===== config.mk =====
export PLATFORM = sky130hd
export DESIGN_NAME = alu_ctl_seq
export DESIGN_NICKNAME = d
export VERILOG_FILES = /design/src/rtl/alu_ctl_seq.sv
export SDC_FILE = /design/constraint.sdc
export NUM_CORES = 1
export LEC_CHECK = 0
export CORE_MARGIN = 2
export CORE_UTILIZATION = 60
export DETAILED_ROUTE_END_ITERATION = 10
export DONT_BUFFER_PORTS = 1
export HOLD_SLACK_MARGIN = 0.15
export PLACE_DENSITY_LB_ADDON = 0.2
export SYNTH_ARGS = -nofsm -noshare
export SYNTH_HDL_FRONTEND = slang
export SYNTH_SLANG_ARGS = --single-unit
export TNS_END_PERCENT = 30

===== constraint.sdc =====
create_clock -name clk -period 1.91 [get_ports clk]
set_clock_uncertainty 0.05 [all_clocks]
set_input_delay 0.191 -clock clk [delete_from_list [all_inputs] [get_ports clk]]
set_output_delay 0.191 -clock clk [all_outputs]
set_load 0.02 [all_outputs]

===== src/rtl/alu_ctl_seq.sv =====
// Registered ALU control sequencer: decodes funct/aluop into an ALU control code,
// holds it for multi-cycle ops, and provides issue handshake, flush and op stats.
module alu_ctl_seq #(
  parameter int CTL_W      = 4,
  parameter int MULADD_LAT = 3,
  parameter int DXOR_LAT   = 2,
  parameter int STRICT     = 1,
  parameter int STAT_W     = 8
) (
  input  logic              clk,
  input  logic              rst,
  input  logic              in_valid,
  output logic              in_ready,
  input  logic [5:0]        funct,
  input  logic [1:0]        aluop,
  input  logic              flush,
  output logic [CTL_W-1:0]  aluctl,
  output logic              ctl_valid,
  output logic              op_start,
  output logic              op_last,
  output logic              stall,
  output logic              illegal,
  output logic [STAT_W-1:0] multi_cnt
);

  localparam int MAX_LAT = (MULADD_LAT > DXOR_LAT) ? MULADD_LAT : DXOR_LAT;
  localparam int CNT_W   = (MAX_LAT > 1) ? $clog2(MAX_LAT) : 1;

  // Returns {illegal, code}
  function automatic logic [4:0] decode(input logic [1:0] op, input logic [5:0] f);
    logic [3:0] code;
    logic       bad;
    code = 4'd0;
    bad  = 1'b0;
    case (op)
      2'd0: code = 4'd2;
      2'd1: code = 4'd6;
      2'd3: code = 4'd2;
      default: begin
        case (f[3:0])
          4'd0:    code = 4'd2;
          4'd2:    code = 4'd6;
          4'd5:    code = 4'd1;
          4'd6:    code = 4'd13;
          4'd7:    code = 4'd12;
          4'd10:   code = 4'd7;
          4'd3:    code = 4'd5;
          4'd4:    code = 4'd8;
          4'd8:    code = 4'd10;
          4'd1:    code = 4'd9;
          default: bad  = 1'b1;
        endcase
        if ((STRICT != 0) && (f[5:4] != 2'b00)) begin
          code = 4'd0;
          bad  = 1'b1;
        end
      end
    endcase
    return {bad, code};
  endfunction

  // Extra hold cycles beyond the first for a given code
  function automatic logic [CNT_W-1:0] extra_cycles(input logic [3:0] code);
    case (code)
      4'd10:   return CNT_W'(MULADD_LAT - 1);
      4'd5:    return CNT_W'(DXOR_LAT - 1);
      default: return '0;
    endcase
  endfunction

  logic [4:0]       dec;
  logic [3:0]       dec_code;
  logic             dec_ill;
  logic [CNT_W-1:0] dec_cnt;
  logic [CNT_W-1:0] cnt;
  logic             accept;

  assign dec      = decode(aluop, funct);
  assign dec_code = dec[3:0];
  assign dec_ill  = dec[4];
  assign dec_cnt  = extra_cycles(dec_code);

  assign op_last  = ctl_valid & (cnt == '0);
  assign stall    = ctl_valid & ~op_last;
  assign in_ready = ~ctl_valid | op_last;
  assign accept   = in_valid & in_ready & ~flush;

  // Issue / hold stage
  always_ff @(posedge clk or posedge rst) begin
    if (rst) begin
      aluctl    <= '0;
      ctl_valid <= 1'b0;
      op_start  <= 1'b0;
      illegal   <= 1'b0;
      multi_cnt <= '0;
      cnt       <= '0;
    end else if (flush) begin
      aluctl    <= '0;
      ctl_valid <= 1'b0;
      op_start  <= 1'b0;
      illegal   <= 1'b0;
      cnt       <= '0;
    end else if (accept) begin
      aluctl    <= CTL_W'(dec_code);
      ctl_valid <= 1'b1;
      op_start  <= 1'b1;
      illegal   <= dec_ill;
      cnt       <= dec_cnt;
      if ((dec_cnt != '0) && (multi_cnt != '1))
        multi_cnt <= multi_cnt + STAT_W'(1);
    end else if (ctl_valid && (cnt != '0)) begin
      cnt      <= cnt - CNT_W'(1);
      op_start <= 1'b0;
    end else begin
      aluctl    <= '0;
      ctl_valid <= 1'b0;
      op_start  <= 1'b0;
      illegal   <= 1'b0;
    end
  end

endmodule


After elaboration in Yosys (flattened, before gate mapping) --
Cells that the tools add are included.
Word-level totals: flip-flop bits (word level) 17, bits of input ports 12, output and inout bits 18, logic and storage cells 64
Cells by class: add/subtract/negate cells 2, equal/unequal tests 15, multiplexer cells 20, bitwise operators 8, reductions and logical operators 13
Operator list (number):
- one-hot mux 4 bit (10 select lines) | 1
- equality test 4 x 3 -> 1 bit, second input constant | 5
- 2-to-1 mux 4 bit | 4
- equality test 4 bit, second input constant | 3
- 2-to-1 mux 1 bit | 10
- OR reduction 10 bit | 1
- adder 8 x 1 -> 8 bit, second input constant | 1
- equality test 4 x 2 -> 1 bit, second input constant | 2
- inequality test 8 bit, second input constant | 1
- one-hot mux 4 bit (2 select lines) | 1
- 2-to-1 mux 2 bit | 3
- nonzero test 2 bit | 3
- bitwise AND 1 bit | 4
- equality test 4 x 1 -> 1 bit, second input constant | 1
- zero test 2 bit | 2
- zero test 4 bit | 1
- one-hot mux 2 bit (2 select lines) | 1
- inequality test 3 bit, second input constant | 1
- inverter 1 bit | 3
- AND reduction 3 bit | 1
- nonzero test 3 bit | 1
- OR reduction 3 bit | 1
- equality test 2 x 1 -> 1 bit, second input constant | 1
- equality test 2 bit, second input constant | 1
- other kinds (4) | 5

Longest topological paths before layout --
depth after elaboration 9, depth in mapped cells 8, gate-level depth less buffers 7

Least setup slack after synthesis --
OpenSTA, ideal clock, no wires.
path kind register to register, from register cnt[0], to register aluctl[0], setup time 77 ps, arrival 1627 ps, data required time 1783 ps, setup slack 155 ps, cell stages (with the launch flop) 8, buffers on the path 1, clock period less this slack 1755 ps, path through dfrtp_1 inv_1 ha_1 or2b_2 buf_6 clkinv_1 or3_1 a21oi_1
Between the ends: cells in the longest elaborated chain, start to end 7, elaborated cells on any way between the ends 10, those cells by class eq/ne: 1; mux: 2; bitwise: 4; reduce/logical: 3
Ends and longest elaborated chain:
- start, declared | RTL line 75 | logic [CNT_W-1:0] cnt;
- start signal, assigned | RTL line 108 | cnt <= dec_cnt;
- start signal, assigned | RTL line 112 | cnt <= cnt - CNT_W'(1);
- zero test 2 bit (*) | RTL line 83 | assign op_last = ctl_valid & (cnt == '0);
- bitwise AND 1 bit (*) | RTL line 83
- bitwise OR 1 bit (*) | RTL line 85 | assign in_ready = ~ctl_valid | op_last;
- net in_ready | RTL line 13 | output logic in_ready,
- bitwise AND 1 bit (*) (2 in series) | RTL line 86 | assign accept = in_valid & in_ready & ~flush;
- 2-to-1 mux 4 bit | RTL line 103 | end else if (accept) begin
- 2-to-1 mux 4 bit | RTL line 97 | end else if (flush) begin
- end signal, assigned | RTL line 104 | aluctl <= CTL_W'(dec_code);
- end, declared | RTL line 17 | output logic [CTL_W-1:0] aluctl,
The timed path passes the listed nets; every way through them passes the cells marked *. A chain may end at the register's enable or synchronous reset.

Final worst setup path --
from register cnt[0], to output port stall
Between the ends: cells in the longest elaborated chain, start to end 4
Ends and longest elaborated chain:
- zero test 2 bit | RTL line 83
- bitwise AND 1 bit | RTL line 83
- inverter 1 bit | RTL line 84 | assign stall = ctl_valid & ~op_last;
- bitwise AND 1 bit | RTL line 84
- end, declared | RTL line 21 | output logic stall,
Every way passes these cells.

==> run summary <==
Status -> finished, final reports clean
Post-synth top flop -> dfrtp_1
Vias/cell -> 6.15
Setup Total Neg Slack -> 0 ns
Post-CTS setup buffer count -> 0
R2R Setup Slk -> 0.17 ns
Crit share post-route -> 95.5%
Cell taking the most area after synthesis -> dfrtp_1
Final Hold Viols -> 0
# resized after CTS -> 0
DP Area -> 1050 µm²
Cell area after synthesis -> 1020 µm²
First-pass GRT wire length -> 3460 µm
WL/cell -> 15.0 µm
# DRC -> 0
Number of routed nets with antenna violations -> 0
Post-synth ARST share -> 100%
Design Area, Final -> 1170 µm²
Detailed Route Iter0 Violations -> 16
Most common library cells after synthesis -> 17 x dfrtp_1, 13 x nor2_1, 10 x a21oi_1
Crit. End Element -> primary output
Ratio of cells with drive above 1 in the final layout -> 17.4%
WL met3 -> 143 µm
CP required -> 1.67 ns
CTS sink count -> 17
Relative slew slack -> 57.2%
WL met1 -> 936 µm
Yosys cell types -> 38
Initial core utilization -> 66.1%
Largest cells by area after synthesis -> dfrtp_1 42%, a21oi_1 4.9%, nor2_1 4.8%
Peak VDD IR -> 358 µV
Die height -> 45.2 µm
1st-pass router iterations -> 4
FP Rows -> 14
Syn nets -> 118
CTS max path bufs -> 2
Final Critical Period -> 1.82 ns
RR Endpoint -> multi_cnt[6]
Pin count of the biggest net entering global routing -> 18
Chip width -> 45.2 µm
CTS root buf -> clkbuf_4
RD Place Congestion -> 0.819
Worst setup path endpoint -> stall
Seq/Total Area, Yosys -> 41.8%
Worst-Margin Slew -> 0.641 ns
Most common cell in the synthesized netlist -> dfrtp_1
Grt ovf -> 0
CP Max Fanout -> 6
Startpoint types -> flop
GRT Overall Usage -> 23.4%
Setup CP Type -> flop to primary output
Via count -> 842
Pwr dens -> 548 nW/µm²
Die ar. -> 2040 µm²
Top-Level Pins -> 30
CTS tree -> yes
H-tree levels -> 1
Wirelength, routed -> 2060 µm
I/O Buffers -> 0
Number of flops mapped to enable cells by yosys -> 0
Final core utilization -> 75.9%
Num CTS Buffers -> 3
Mapped Cells -> 104
Peak Freq -> 548 MHz
Count of state elements after synthesis -> 17
Crit. Startpoint -> cnt[0]
Vias in the first global route -> 811
Cell count of the worst reg-to-reg path -> 7
Synth Warn # -> 0
Synth top area share -> 41.8%
Reg-to-Reg Start -> cnt[0]
Metal2 WL -> 949 µm
Antenna violations before repair -> 0
Core footprint -> 1540 µm²
LEAKAGE -> 0.530 nW
Detail Placement HPWL -> 1460 µm
Clock insertion delay at the later pin of the skew report -> 0.29 ns
Nets -> 136
Max-slew violations -> 0
Area grow syn2layout -> 14.9%
CTS clk-pin slew, worst paths -> 0.09 ns
RSZ-0062 raised after global routing -> false
# diodes -> 0
Uppermost layer routed -> met4
Arrival time worst endpoint -> 1.58 ns
Hold WS -> 0.153 ns
Mean Syn Cell Area -> 9.79 µm²
Hold Crit Class -> primary input to flop
Final setup violation count -> 0
Max-cap violations -> 0
-- state kept, by name, summed over array words and instances, names as in the netlist --
name and flops:
ctl_valid 1, multi_cnt 8, illegal 1, cnt 2
aluctl 4, op_start 1
-- logic make-up (layout without fill, tap and decap cells) --
group	Yosys count	in the layout	synth area share, %
flops	17	17	41.8
compound gates	20	20	11.3
simple gates	47	47	29.7
xor+xnor	5	5	4.30
buf+inv	10	27	6.76
mux	3	3	3.68
fa+ha+maj	2	2	2.46
-- repair_timing --
| action | CTS | global route |
|---|---|---|
| endpoints found under the hold margin | 28 | 0 |
| setup endpoints to repair | 0 | 0 |
| hold buffers | 9 | 0 |
-- where the power goes --
| group | switching [mW] | internal [mW] |
|---|---|---|
| Clock | 0.114 | 0.0780 |
| Sequential | 0.00978 | 0.366 |
| Combinational | 0.0405 | 0.0329 |
| Total | 0.164 | 0.477 |
-- worst min path at each step --
| stage | slack, ns | cells after the start | to | startpoint |
|---|---|---|---|---|
| global placement | 0.14 | 1 | aluctl[0] | rst |
| detailed placement | 0.14 | 1 | op_start | rst |
| global route | 0.19 | 4 | aluctl[2] | aluop[0] |
| finish | 0.15 | 4 | aluctl[2] | aluop[0] |
| floorplan | 0.07 | 1 | aluctl[0] | rst |
| CTS | 0.15 | 4 | aluctl[2] | aluop[0] |
-- final cells by class --
cell class | count | area (µm²)
timing repair buffer | 17 | 150
clock buffer | 3 | 22.5
sequential | 17 | 425
inverter | 6 | 22.5
clock inverter | 1 | 5.00
multi-input combinational | 77 | 524
fill | 113 | 372
tap | 16 | 20.0
-- stage by stage --
stage	std cells	setup WS [ns]	power, mW
after CTS	137	0.0960	0.645
after floorplan	104	0.155	0.437
after global routing	137	0.0102	0.672
after detailed placement	124	0.190	0.437
final	137	0.0863	0.641
after global placement	124	0.240	0.436
-- placed cells by master, fill, tap and decap left out, types with 2 or more instances in the layout --
cell           Yosys  layout
nand2_1            7       7
buf_4              1       8
nand2b_1           3       3
ha_1               2       2
xnor2_1            3       3
dfrtp_1           17      17
nor2_1            13      13
and3_1             2       2
a31oi_1            4       4
mux2_1             2       2
inv_1              5       5
o21ai_0            3       3
clkbuf_4           0       3
dlygate4sd3_1      0       9
a21oi_1           10      10
xor2_1             2       2
and4_2             2       2
nand4_1            3       3
nand3_1            3       3
-- routing by layer --
metal / up-vias / track usage [%]
met4: 0 / 10.0
met2: 37 / 37.4
met3: 4 / 4.40
met1: 394 / 30.7
met5: - / 0
li1: 407 / -
-- worst max-delay path: stages, from the launching register on --
cell,delay (ns)
dfrtp_1,0.38
inv_1,0.05
ha_1,0.20
or2b_2,0.35
clkinv_1,0.13
buf_4,0.18
Power figures use the tool's default switching activity.
